File: config.mk
export PLATFORM = sky130hd
export DESIGN_NAME = fifo_sync_ctrl
export DESIGN_NICKNAME = d
export VERILOG_FILES = /design/src/rtl/fifo_sync_ctrl.sv
export SDC_FILE = /design/constraint.sdc
export NUM_CORES = 1
export LEC_CHECK = 0
export BUFFER_PORTS_ARGS = -buffer_cell sky130_fd_sc_hd__buf_2
export CAP_MARGIN = 10
export CORE_ASPECT_RATIO = 2
export CORE_MARGIN = 4
export CORE_UTILIZATION = 35
export CTS_CLUSTER_DIAMETER = 100
export DETAILED_ROUTE_END_ITERATION = 10
export PLACE_DENSITY_LB_ADDON = 0.2
export SYNTH_ARGS = -nofsm -noshare
export SYNTH_HDL_FRONTEND = slang
export SYNTH_SLANG_ARGS = --single-unit
File: constraint.sdc
create_clock -name Clk -period 3.55 [get_ports Clk]
set_clock_uncertainty 0.1 [all_clocks]
set_input_delay 0.355 -clock Clk [delete_from_list [all_inputs] [get_ports Clk]]
set_output_delay 0.355 -clock Clk [all_outputs]
set_load 0.01 [all_outputs]
File: src/rtl/fifo_sync_ctrl.sv
// Synchronous FIFO: storage, wrap-bit pointer control, occupancy and status flags,
// sticky overflow/underflow errors and a one-cycle registered read port.
module fifo_sync_ctrl #(
    parameter int DATA_W   = 8,
    parameter int ADDR_W   = 4,
    parameter int AF_LEVEL = 14,
    parameter int AE_LEVEL = 2
) (
    input  logic              Clk,
    input  logic              Rst_n,
    input  logic              Clr,
    input  logic              Wr_En,
    input  logic [DATA_W-1:0] Din,
    input  logic              Rd_En,
    output logic [DATA_W-1:0] Dout,
    output logic              Dout_Valid,
    output logic              Full,
    output logic              Empty,
    output logic              Almost_Full,
    output logic              Almost_Empty,
    output logic [ADDR_W:0]   Count,
    output logic              Ovf,
    output logic              Unf
);

    localparam int PTR_W = ADDR_W + 1;
    localparam int DEPTH = 1 << ADDR_W;
    localparam logic [PTR_W-1:0] AF_THR = PTR_W'(AF_LEVEL);
    localparam logic [PTR_W-1:0] AE_THR = PTR_W'(AE_LEVEL);

    logic [DATA_W-1:0] mem [DEPTH];

    logic [PTR_W-1:0]  wr_ptr;
    logic [PTR_W-1:0]  rd_ptr;
    logic [PTR_W-1:0]  occ;
    logic              wr_acc;
    logic              rd_acc;
    logic [DATA_W-1:0] dout_p1;
    logic              vld_p1;
    logic              ovf_q;
    logic              unf_q;

    // The extra pointer MSB separates "same slot, one lap ahead" (full) from
    // "same slot, same lap" (empty).
    function automatic logic ptr_full(input logic [PTR_W-1:0] wp,
                                      input logic [PTR_W-1:0] rp);
        return (wp[PTR_W-1] != rp[PTR_W-1]) &&
               (wp[ADDR_W-1:0] == rp[ADDR_W-1:0]);
    endfunction

    function automatic logic ptr_empty(input logic [PTR_W-1:0] wp,
                                       input logic [PTR_W-1:0] rp);
        return wp == rp;
    endfunction

    always_comb begin
        occ    = wr_ptr - rd_ptr;
        Empty  = ptr_empty(wr_ptr, rd_ptr);
        Full   = ptr_full(wr_ptr, rd_ptr);
        rd_acc = Rd_En & ~Empty;
        // A write into a full FIFO is accepted only if a read frees a slot this cycle.
        wr_acc = Wr_En & (~Full | rd_acc);
    end

    assign Count        = occ;
    assign Almost_Full  = (occ >= AF_THR);
    assign Almost_Empty = (occ <= AE_THR);

    // Storage: no reset, and Clr suppresses the write.
    always_ff @(posedge Clk) begin
        if (wr_acc && !Clr) begin
            mem[wr_ptr[ADDR_W-1:0]] <= Din;
        end
    end

    // Stage p0 -> p1: pointer update and registered read data.
    always_ff @(posedge Clk or negedge Rst_n) begin
        if (!Rst_n) begin
            wr_ptr  <= '0;
            rd_ptr  <= '0;
            dout_p1 <= '0;
            vld_p1  <= 1'b0;
            ovf_q   <= 1'b0;
            unf_q   <= 1'b0;
        end else if (Clr) begin
            wr_ptr  <= '0;
            rd_ptr  <= '0;
            vld_p1  <= 1'b0;
            ovf_q   <= 1'b0;
            unf_q   <= 1'b0;
        end else begin
            if (wr_acc) begin
                wr_ptr <= wr_ptr + 1'b1;
            end
            if (rd_acc) begin
                rd_ptr  <= rd_ptr + 1'b1;
                dout_p1 <= mem[rd_ptr[ADDR_W-1:0]];
            end
            vld_p1 <= rd_acc;
            if (Wr_En && !wr_acc) begin
                ovf_q <= 1'b1;
            end
            if (Rd_En && !rd_acc) begin
                unf_q <= 1'b1;
            end
        end
    end

    assign Dout       = dout_p1;
    assign Dout_Valid = vld_p1;
    assign Ovf        = ovf_q;
    assign Unf        = unf_q;

endmodule

Word-level counts from Yosys, hierarchy flattened
Memory sizes are Yosys's and may differ from the RTL's. A register that Yosys moved wholly into a read port is not among the register bits.
Cells that the tools add are included.

storage, ports and cells
  register bits = 13
  bits in writable memories = 128
  bits of input ports = 13
  output and inout bits = 20
  word-level logic and storage cells = 44
  memories = 1

memories
  name  words  bits a word  rd ports  clocked after memory_dff  wr ports  line  text
  mem   16     8            1         1                         1         31    logic [DATA_W-1:0] mem [DEPTH];

operators by class
  $add $sub $neg = 3
  order comparisons = 2
  equal/unequal tests = 3
  mux-type cells = 11
  bitwise operators = 6
  reductions and logical operators = 13

operators with widths
  cell                                                                                  number
  5-bit 2-to-1 mux                                                                      4
  5-bit by 1-bit adder with 5-bit output (second input constant)                        2
  2-bit nonzero test                                                                    4
  1-bit 2-to-1 mux                                                                      7
  5-bit == test                                                                         1
  5-bit by 4-bit greater-or-equal comparator with 1-bit output (second input constant)  1
  5-bit by 2-bit less-or-equal comparator with 1-bit output (second input constant)     1
  5-bit subtractor                                                                      1
  4-bit == test                                                                         1
  1-bit logical AND                                                                     4
  1-bit zero test                                                                       4
  1-bit NOT                                                                             3
  1-bit AND                                                                             2
  2-bit AND reduction                                                                   1
  1-bit inequality test                                                                 1
  1-bit bitwise OR                                                                      1

Logic depth before layout (Yosys ltp)
  depth in word-level cells = 9
  gate-level depth with buffers = 8
  depth with buffers taken out = 8

Least setup slack after synthesis
OpenSTA, ideal clock, no wires.

  path type = register to register
  start point = reg rd_ptr[2]
  end point = mem mem[0][0] (enable)
  setup time = 0.383 ns
  arrival = 2.570 ns
  data required time = 3.067 ns
  slack = 0.497 ns
  stages on the path, launching flop included = 8
  path buffers = 1
  period minus slack after synthesis = 3.053 ns
  cell sequence = dfrtp_1 -> buf_1 -> inv_1 -> ha_1 -> and4_1 -> a311oi_1 -> nand2_1 -> nor3_1

between the ends
  longest elaborated chain between the ends = 8
  elaborated cells on any way between the ends = 11
  those cells by class = 2 x eq/ne; 2 x mux; 5 x bitwise; 2 x reduce/logical

ends and longest elaborated chain
  what                                            line    text
  from (decl)                                     34      logic [PTR_W-1:0] rd_ptr;
  from (signal assigned)                          96      rd_ptr <= rd_ptr + 1'b1;
  5-bit == test or 4-bit == test (tied branches)  53, 48
  1-bit NOT or 1-bit logical AND (tied branches)  60, 47
  1-bit AND or 1-bit NOT (tied branches)          60, 62
  1-bit bitwise OR *                              62      wr_acc = Wr_En & (~Full | rd_acc);
  1-bit AND *                                     62
  1-bit logical AND *                             71      if (wr_acc && !Clr) begin
  1-bit 2-to-1 mux *                              71
  1-bit 2-to-1 mux (not written as such) *        72      mem[wr_ptr[ADDR_W-1:0]] <= Din;
  to (decl)                                       31

Mark *: on every way between the ends. The rest lies on a longest branch, timed or not.

Worst setup path after layout
  start point = reg wr_ptr[0]
  end point = out Almost_Empty

between the ends
  longest elaborated chain between the ends = 2

ends and longest elaborated chain
  what                                                       line  text
  from (decl)                                                33    logic [PTR_W-1:0] wr_ptr;
  from (signal assigned)                                     93    wr_ptr <= wr_ptr + 1'b1;
  5-bit subtractor                                           57    occ = wr_ptr - rd_ptr;
  5-bit by 2-bit less-or-equal comparator with 1-bit output  67    assign Almost_Empty = (occ <= AE_THR);
  to (decl)                                                  20    output logic Almost_Empty,

No other way between the ends.

==> key figures <==
Timing
  – Worst slew margin: 0.566
  – Setup-failing EPs final: 0
  – Period Utilization, post-route: 0.841
  – Final hold violations: 0
  – Min Tclk post-route: 2.98 ns
  – Setup TNS: 0 ns
  – Slew Viols, Final: 0
  – RSZ-0062 raised after global routing: false
  – Fmax: 335 MHz
  – Measured slew at the worst slew-check pin: 0.649 ns

Yosys
  – Ys Warns: 0
  – Synth Area in XOR/XNOR: 0.0127
  – Combinational family with the most area after synthesis: multiplexers
  – Largest cells by area after synthesis: edfxtp_1 63%, dfrtp_1 8.6%, mux4_2 5.9%
  – Post-synthesis mux area share: 0.115
  – Syn Nets: 386
  – Post-Synth Adder-Cell Area: 0.0218
  – Simple-Gate Fraction of Synth Area: 0.0497
  – Avg Cell Area, Syn: 16.8 sq um
  – Mapped cell area: 0.00609 sq mm
  – Compound-Gate Fraction of Synth Area: 0.0629
  – Synthesized instance count: 363
  – Cell type with the largest total area after synthesis: edfxtp_1
  – Register bit total from synthesis: 149
  – Seq/Total Area, Yosys: 0.718
  – Unique cell type count in the Yosys netlist: 41
  – Post-synth top area share: 0.631

Clock network
  – CTS Buffer Depth: 2
  – CTS root buf: clkbuf_16
  – Post-CTS sizing: 0
  – Skew-Pair Late Insertion Delay: 0.42 ns
  – CTS Buf Count: 17
  – Clk pin slew, worst setup/hold paths: 0.06 ns
  – H-tree Lvls: 4
  – CTS tree: yes
  – # clock sinks: 149

Critical path
  – Crit path launch type: register
  – CP delay by family, top: adder cells
  – Worst setup path startpoint: wr_ptr[0]
  – FF-to-FF path depth: 7
  – Worst-path fanout max: 4
  – Levels on crit path: 9
  – Crit-path cells: inv_1 -> ha_1 -> inv_1 -> fa_1 -> a21o_1 -> a21oi_1 -> xnor2_1 -> a211oi_1 -> buf_2
  – CP bufs+invs: 3
  – Crit-path max cell delay: between 0.4 and 0.5 ns
  – CP dominant cell by count: inv_1
  – CP endpoint kind: output port
  – Worst Path Arrival: 2.53 ns
  – Critical R2R Launch: rd_ptr[1]
  – WP data required: 3.09 ns
  – Worst path slowest cell: dfrtp_1
  – CP Class: reg2out

Die
  – Die Area: 0.0197 sq mm
  – Num rows: between 60 and 70
  – # IOs: 33
  – Die width: ~100 microns
  – Area of the core: ~0.017 sq mm
  – Initial Util: 0.354
  – Die H: a little under 200 microns

Pwr
  – Power Density: 617 mW/mm^2
  – Power Total: 4420 uW
  – Peak supply drop: ~0.00022 V
  – Pleak: 0.00244 uW

Layout
  – Layout filler cell count: 1572
  – Final #Nets: 443
  – Most common cell after layout, fill and taps aside: edfxtp_1
  – Commonest non-fill, non-tap cells in the layout: 128 x edfxtp_1, 34 x mux2i_1, 32 x nor2_1, 32 x buf_2
  – Storage cell area: 0.00437 sq mm
  – Diode count: 0
  – Layout cells sized above 1: 0.238
  – Multi-input logic area: 0.00160 sq mm
  – Synth-to-Final Area Change: 17.7%

Routing
  – Via count: approximately 3200
  – Iteration count of the initial detailed-routing pass: 4
  – ANT nets after route: 0
  – Vias per inst: 5.05
  – Final WL: 13500 microns
  – Initial DRC Count: about 120
  – Drc violations: 0
  – DR WL/cell: 20.9 microns

Worst hold path
  – Hold_sp: Wr_En
  – Worst Hold Class: in2reg
  – WHS Path Cells: 3

GRT
  – First-pass GRT wire length: 20500 microns
  – Largest net degree at the start of global routing: 31
  – Antenna violations before repair: 0
  – Total track usage: 0.145
  – GR Overflow Total: 0
  – Vias in the first global route: 3462

Flow run
  – MaxCap Viol Count: 0

Placement
  – Buffers on Ports: 32
  – GP Congestion: between 0.9 and 1
  – Dpl hpwl: ~10000 microns

Outcome
  – Status: finished, final reports clean
stage by stage:
stage	setup WS, ns	utilization	instances	area [sq um]	hold WS, ns
2_1_floorplan	0.497	-	363	6090	-0.0406
3_3_place_gp	0.851	0.382	610	6570	0.253
3_5_place_dp	0.823	0.382	610	6570	0.254
4_1_cts	0.534	0.417	643	7170	0.152
5_1_grt	0.418	0.417	643	7170	0.193
6_report	0.566	0.417	643	7170	0.167
synth_stat cells (all sizes together):
library cell  instances
xnor2                 4
clkbuf                3
nand3b                2
mux2i                34
nand2                14
a31oi                 9
a21o                  2
a311oi                1
o21a                  1
or3                   5
nor2                 32
nand2b                2
o211ai                1
edfxtp              128
or3b                  1
mux4                 16
o31ai                 1
o21ai                 6
a211oi               10
nand4                 1
inv                   9
o22ai                16
nor2b                 1
nand3                 3
a21oi                 6
and4                  1
dfrtp                21
fa                    1
buf                  12
and2                  1
a41o                  1
ha                    9
xor2                  4
o311ai                1
nor3                  4
per-layer routing:
metal  part of all wire  wire, microns  track usage  vias up
met1               0.35           4680        0.141     1630
met3              0.025            340       0.0323       20
met5                  0              0            0        -
met4              0.038            513       0.0730        0
met2               0.59           7920        0.274       58
li1                   -              -            -     1540
worst min-delay path, stage by stage:
cell	delay [ns]
buf_2	0.13
a31oi_1	0.09
nor2_1	0.07
cell type report:
cell class,instances,area share
well taps,210,0.0367
flip-flops and latches,149,0.610
inverters,9,0.00471
repair buffers,53,0.0447
clock inverters,14,0.0213
multi-input cells,190,0.223
clock buffers,18,0.0599
sequential cells by signal, summed over array words and instances, names as in the netlist:
name        cells
mem           128
Dout            8
rd_ptr          5
wr_ptr          5
Dout_Valid      1
Ovf             1
Unf             1
cells by family after synthesis:
| family | after synthesis |
|---|---|
| fa+ha+maj | 10 |
| compound gates | 55 |
| flops | 149 |
| xor+xnor | 8 |
| mux | 50 |
| buf+inv | 24 |
| simple gates | 67 |
power by group:
| part | internal (uW) | total [uW] | leakage (uW) | switching, uW |
|---|---|---|---|---|
| registers | 1970 | 2000 | 0.00142 | 35.6 |
| logic | 292 | 678 | 0.000741 | 385 |
| clock network | 1040 | 1740 | 0.000282 | 701 |
| total | 3300 | 4420 | 0.00244 | 1120 |
worst paths after layout:
check,to,slack (ns)
max,Almost_Empty,0.57
min,Ovf,0.17
max reg2reg,mem[14][4],0.80
min reg2reg,Unf,0.39
max in group asynchronous,rd_ptr[0],2.65
min in group asynchronous,Dout[4],0.34
repair_timing:
action                    4_1_cts  5_1_grt
hold endpoints to repair       21        0
hold buffers                    1        0
buffers inserted                0        0
(Power assumes the default switching activity.)
